<file path="src/rtl/traffic_pkg.sv">
// Shared encodings for the intersection controller: state codes, lamp codes, default phase durations.
package traffic_pkg;

  typedef enum logic [2:0] {
    ST_MG     = 3'd0,
    ST_MY     = 3'd1,
    ST_SG     = 3'd2,
    ST_SG_EXT = 3'd3,
    ST_SY     = 3'd4,
    ST_WALK   = 3'd5
  } state_t;

  // Lamp vectors are {red, yellow, green}.
  localparam logic [2:0] LIGHT_RED = 3'b100;
  localparam logic [2:0] LIGHT_YEL = 3'b010;
  localparam logic [2:0] LIGHT_GRN = 3'b001;

  localparam int unsigned DEF_BASE_TIME = 6;
  localparam int unsigned DEF_EXT_TIME  = 3;
  localparam int unsigned DEF_YEL_TIME  = 2;

endpackage

</file>
<file path="src/rtl/traffic_light_fsm.sv">
// Main/side-street light sequencer with pedestrian walk phase; drives an external interval timer.
// Every output is a register or a pure decode of the state register, so inputs never reach outputs combinationally.
module traffic_light_fsm
  import traffic_pkg::*;
#(
  parameter int unsigned BASE_TIME = DEF_BASE_TIME,
  parameter int unsigned EXT_TIME  = DEF_EXT_TIME,
  parameter int unsigned YEL_TIME  = DEF_YEL_TIME
) (
  input  logic       clk,
  input  logic       reset,
  input  logic       sensor,
  input  logic       walk_request,
  input  logic       expired,
  output logic [3:0] value_out,
  output logic       start_timer,
  output logic [2:0] main_light,
  output logic [2:0] side_light,
  output logic       walk
);

  localparam logic [3:0] BASE_DUR = 4'(BASE_TIME);
  localparam logic [3:0] EXT_DUR  = 4'(EXT_TIME);
  localparam logic [3:0] YEL_DUR  = 4'(YEL_TIME);

  state_t     state;
  state_t     state_nxt;
  logic       need_start;
  logic       armed;
  logic       start_dly;
  logic       walk_pending;
  logic       issue;
  logic       enter_walk;
  logic [3:0] dur_nxt;

  always_comb begin
    state_nxt = state;
    issue     = 1'b0;
    if (need_start) begin
      issue     = 1'b1;
      state_nxt = ST_MG;
    end else if (expired && armed) begin
      // Every accepted expiry restarts the timer, including the MG re-arm.
      issue = 1'b1;
      case (state)
        ST_MG:     state_nxt = (sensor || walk_pending) ? ST_MY : ST_MG;
        ST_MY:     state_nxt = ST_SG;
        ST_SG:     state_nxt = sensor ? ST_SG_EXT : ST_SY;
        ST_SG_EXT: state_nxt = ST_SY;
        ST_SY:     state_nxt = walk_pending ? ST_WALK : ST_MG;
        ST_WALK:   state_nxt = ST_MG;
        default:   state_nxt = ST_MG;
      endcase
    end
    enter_walk = issue && (state_nxt == ST_WALK);
  end

  always_comb begin
    dur_nxt = BASE_DUR;
    case (state_nxt)
      ST_MG, ST_SG:        dur_nxt = BASE_DUR;
      ST_MY, ST_SY:        dur_nxt = YEL_DUR;
      ST_SG_EXT, ST_WALK:  dur_nxt = EXT_DUR;
      default:             dur_nxt = BASE_DUR;
    endcase
  end

  always_ff @(posedge clk) begin
    if (reset) begin
      state        <= ST_MG;
      need_start   <= 1'b1;
      armed        <= 1'b0;
      start_dly    <= 1'b0;
      start_timer  <= 1'b0;
      value_out    <= 4'd0;
      walk_pending <= 1'b0;
    end else begin
      state        <= state_nxt;
      need_start   <= 1'b0;
      start_timer  <= issue;
      start_dly    <= start_timer;
      // Two-cycle blind window after each start lets the timer drop a stale expiry.
      armed        <= issue ? 1'b0 : (armed || start_dly);
      if (issue) begin
        value_out <= dur_nxt;
      end
      walk_pending <= walk_request || (walk_pending && !enter_walk);
    end
  end

  always_comb begin
    main_light = LIGHT_RED;
    side_light = LIGHT_RED;
    walk       = 1'b0;
    case (state)
      ST_MG:     main_light = LIGHT_GRN;
      ST_MY:     main_light = LIGHT_YEL;
      ST_SG:     side_light = LIGHT_GRN;
      ST_SG_EXT: side_light = LIGHT_GRN;
      ST_SY:     side_light = LIGHT_YEL;
      ST_WALK:   walk       = 1'b1;
      default:   main_light = LIGHT_RED;
    endcase
  end

endmodule

</file>
<file path="config.mk">
export PLATFORM = sky130hd
export DESIGN_NAME = traffic_light_fsm
export DESIGN_NICKNAME = d
export VERILOG_FILES = /design/src/rtl/traffic_pkg.sv /design/src/rtl/traffic_light_fsm.sv
export SDC_FILE = /design/constraint.sdc
export NUM_CORES = 1
export LEC_CHECK = 0
export CAP_MARGIN = 5
export CORE_AREA = 2 2 39 41
export DETAILED_ROUTE_END_ITERATION = 12
export DIE_AREA = 0 0 41 43
export PLACE_DENSITY = 0.69
export REMOVE_ABC_BUFFERS = 1
export SKIP_CTS_REPAIR_TIMING = 1
export SYNTH_ARGS = -nofsm -noshare
export SYNTH_HDL_FRONTEND = slang
export SYNTH_SLANG_ARGS = --single-unit
</file>
<file path="constraint.sdc">
create_clock -name clk -period 2 [get_ports clk]
set_input_delay 0.4 -clock clk [delete_from_list [all_inputs] [get_ports clk]]
set_output_delay 0.4 -clock clk [all_outputs]
set_load 0.02 [all_outputs]
</file>
* Word-level counts from Yosys, hierarchy flattened
Cells that the tools add are included.
Operators by class: equal/unequal tests 9, muxes and demuxes 13, reductions and logical operators 12
Operator list (number):
- 3-bit one-hot mux with 2 select lines | 3
- 3-bit one-hot mux with 5 select lines | 1
- 3-bit == test, second input constant | 4
- 3-bit 2-to-1 mux | 4
- 3-bit by 2-bit == test with 1-bit output, second input constant | 3
- 2-bit OR reduction | 4
- 3-bit by 1-bit == test with 1-bit output, second input constant | 2
- 1-bit 2-to-1 mux | 5
- 1-bit logical AND | 3
- 3-bit zero test | 1
- 1-bit logical OR | 3
- 1-bit zero test | 1
Storage, ports and cells: register bits after elaboration 12, input bits 5, logic and storage cells 41

* Logic depth before layout (Yosys ltp)
word-level depth 10, gate-level depth with buffers 6, gate-level depth less buffers 5

* Least setup slack after synthesis
No wires, ideal clock.
path type register to register, from register state[0], to register value_out[0], setup time 0.130 ns, arrival time 1.653 ns, required time 1.870 ns, slack 0.217 ns, cell stages (with the launch flop) 7, period minus slack after synthesis 1.783 ns, path through dfxtp_1 > buf_4 > nor3b_1 > nand3_1 > a21oi_2 > xor2_1 > o31ai_2
Between the ends: word-level cells in the longest chain between the ends 7, elaborated cells between the ends (all ways) 15, those cells by class 8 x eq/ne; 4 x mux; 3 x reduce/logical
Ends and longest elaborated chain:
- start: declaration | line traffic_light_fsm.sv:26 | state_t state;
- start signal: assignment | line traffic_light_fsm.sv:78 | state <= state_nxt;
- 3-bit == test (tied with other cells) | line traffic_light_fsm.sv:45 | case (state)
- 3-bit one-hot mux with 5 select lines | line traffic_light_fsm.sv:45
- 3-bit 2-to-1 mux * | line traffic_light_fsm.sv:42 | end else if (expired && armed) begin
- 3-bit 2-to-1 mux * | line traffic_light_fsm.sv:39 | if (need_start) begin
- 3-bit == test (tied with other cells) | line traffic_light_fsm.sv:60 | case (state_nxt)
- 2-bit OR reduction | line traffic_light_fsm.sv:60
- 3-bit one-hot mux with 2 select lines * | line traffic_light_fsm.sv:60
- end signal: assignment | line traffic_light_fsm.sv:85 | value_out <= dur_nxt;
- end: declaration | line traffic_light_fsm.sv:15 | output logic [3:0] value_out,
Every way passes the cells marked *; elsewhere a longest branch is shown, timed or not. A chain may end at the register's enable or synchronous reset.

* Final worst setup path
from register state[2], to output port side_light[0]
Between the ends: word-level cells in the longest chain between the ends 3, elaborated cells between the ends (all ways) 5, those cells by class 3 x eq/ne; 1 x mux; 1 x reduce/logical
Ends and longest elaborated chain:
- 3-bit by 2-bit == test with 1-bit output | line traffic_light_fsm.sv:95 | case (state)
- 2-bit OR reduction (no source line)
- 3-bit one-hot mux with 2 select lines * | line traffic_light_fsm.sv:95
- end: declaration | line traffic_light_fsm.sv:18 | output logic [2:0] side_light,
Marked as above.

==> results.ini <==
[status]
status = finished, final reports clean

[yosys]
synth_edf_count = 0
yosys.area.top_type = dfxtp_1
postSynthCellCount = 57
synth_top_area_share_pct = 43.03
synth_area_um2 = 511.7
synth_warnings = 0
ys_seq_area_share_pct = 43.03
synth_flop_cell = dfxtp_1
yosysUniqueCellTypes = 25
ys_top_cells_by_count = 11 x dfxtp_1, 8 x nor2_1, 6 x a21oi_1
synth_most_common_cell = dfxtp_1
yosys_register_bits = 11
synth_area_per_cell_um2 = 8.978
ys_top_cells_by_area = dfxtp_1 43%, a21oi_1 5.9%, nor2_1 5.9%
async_flop_share_pct = 0

[placed_design]
gp_congestion = 0.7532
dpl.hpwl_um = 765.5
port_buffers = 15
numPlacedInstances = 87

[critical_path]
crit_family = buffers and inverters
path_buf_inv = 1
crit_chain = and2b_4 > clkdlybuf4s50_1
crit_path_end_kind = output port
slowest_delay_ns = 0.60
worstPathRequired_ns = 1.60
path_class = flop to output port
cp.arrival_ns = 1.51
slowest_stage = clkdlybuf4s50_1
setup.worst_path.start_class = flop
cp_max_fo = 7

[clocking]
cts_tree = yes
path_clk_slew_ns = 0.06
clockBufferDepth = 2
cts_buffers = 3
htreeDepth = 1
cts_sinks = 11
clk_latency_ns = 0.26
root_buffer = clkbuf_4

[floorplan]
ios = 17
die_y_um = 43
core_area_um2 = 1384
start_util_pct = 36.98
die_width_um = 41
die_area_um2 = 1763
rows = 14

[routing]
drtAntennaViolNets = 0
first_pass_iters = 4
avgRoutedWirePerCell_um = 11.37
vias = 442
drc = 0
drt_iter0_drc = 5
viasPerCell = 4.857
wl_um = 1035

[final_layout]
instances_no_fill = 91
num-nets-final = 81
syn2layout_area_growth_pct = 40.34
diodes = 0
multi_input_area_um2 = 265.3
drive_gt1_share_pct = 17.33
seqCellArea_um2 = 221.5
nFillCells = 144

[power_and_ir_drop]
p_seq_share_pct = 55.0
internal_power_w = 0.0003280
netSwitchingFraction_pct = 22.66
p_switching_w = 0.00009611
power.density_nw_per_um2 = 590.5
power_leakage_nw = 0.3210
p_comb_share_pct = 11.2
finalPower_w = 0.0004241
irDropWorstVdd_uv = 416.3
power_frac_clock_pct = 33.9

[timing]
hold_viol_final = 0
tns_ns = 0
setup_viol = 0
fin_crit_sh_pct = 95.43
rsz0062_at_grt = no
skew_ns = 0.0007703
fin_crit_ns = 1.909
drv_slew = 0
fmax_ghz = 0.5240
holdWs_ns = 0.4515

[global_route]
grt_max_degree = 13
grt_util_all_layers_pct = 14.44
grt_pass1_vias = 403
gr-total-overflow = 0
grt_pass1_wl_um = 1704
antenna_found_initial = 0

[min_path]
hp-class = flop to flop

[run]
maxCapViolCount = 0

final cells by class:
| cell class | count | area share [%] |
|---|---|---|
| timing repair buffer | 17 | 24.74 |
| tap | 16 | 2.787 |
| clock buffer | 4 | 3.659 |
| inverter | 2 | 1.045 |
| multi-input combinational | 41 | 36.93 |
| sequential | 11 | 30.84 |
routing by layer:
| metal | global-route usage (%) | routed length [um] |
|---|---|---|
| met4 | 12.00 | 19 |
| met3 | 2.094 | 91 |
| met1 | 19.02 | 464 |
| met2 | 19.69 | 460 |
| met5 | 0 | 0 |
power groups by stage:
stage | sequential (W) | combinational (W) | clock (W)
after floorplan | 0.000242 | 0.0000166 | 0
after global placement | 0.000238 | 0.0000472 | 0
after detailed placement | 0.000238 | 0.0000475 | 0
after CTS | 0.000233 | 0.0000479 | 0.000151
after global routing | 0.000234 | 0.0000525 | 0.000165
final | 0.000233 | 0.0000473 | 0.000144
registers in the layout (all words and copies together), names as in the netlist:
register	cells
need_start	1
start_timer	1
walk_pending	1
state	3
value_out	3
armed	1
start_dly	1
through the flow:
| stage | utilization (%) | cell area (um2) | worst slack (ns) |
|---|---|---|---|
| finish | 51.90 | 718.2 | 0.09145 |
| global placement | 49.01 | 678.2 | 0.1319 |
| detailed placement | 49.01 | 678.2 | 0.1049 |
| CTS | 50.90 | 704.4 | -0.08930 |
| floorplan | - | 493.0 | 0.1908 |
| global route | 51.90 | 718.2 | 0.01633 |
final timing paths:
kind	startpoint	to	slack [ns]	depth (start not counted)
worst max-delay path	state[2]$_SDFF_PP0_	side_light[0]	0.09	2
worst min-delay path	value_out[1]$_SDFFE_PP0N_	value_out[1]$_SDFFE_PP0N_	0.45	2
worst max register to register	state[2]$_SDFF_PP0_	value_out[0]$_SDFFE_PP0N_	0.40	5
worst min register to register	value_out[1]$_SDFFE_PP0N_	value_out[1]$_SDFFE_PP0N_	0.45	2
kinds of logic (layout without fill, tap and decap cells):
group / Yosys count / after routing / share of synthesized area, %
AO/OA/AOI/OAI: 13 / 13 / 19.07
XOR/XNOR: 1 / 1 / 1.712
buffers and inverters: 5 / 23 / 5.133
AND/OR/NAND/NOR: 26 / 26 / 30.32
flip-flops: 11 / 11 / 43.03
other: 1 / 1 / 0.7328
layout by cell type (no fill, tap or decap):
cell / count
clkbuf_4: 3
nand2b_1: 1
dfxtp_1: 10
conb_1: 1
nor2b_1: 3
inv_1: 2
nand3_1: 1
clkdlybuf4s50_1: 10
dfxtp_2: 1
and2b_4: 1
o31ai_2: 1
a21oi_2: 1
a21oi_1: 6
o311a_2: 1
clkbuf_1: 1
buf_4: 2
nand2_1: 4
xor2_1: 1
o21ai_0: 1
a211o_1: 1
nor3b_1: 4
o22ai_1: 1
nor3b_4: 1
dlymetal6s2s_1: 5
nand3b_1: 1
nor2_1: 8
or2_2: 1
or4_1: 1
a221oi_2: 1
worst register-to-register path: cells and delay by family (launching register included):
family	cells	cell delay, ns
compound gates	3	0.62
flops	1	0.43
xor+xnor	1	0.18
simple gates	1	0.29
No activity file was read; power rests on OpenSTA's default activity.
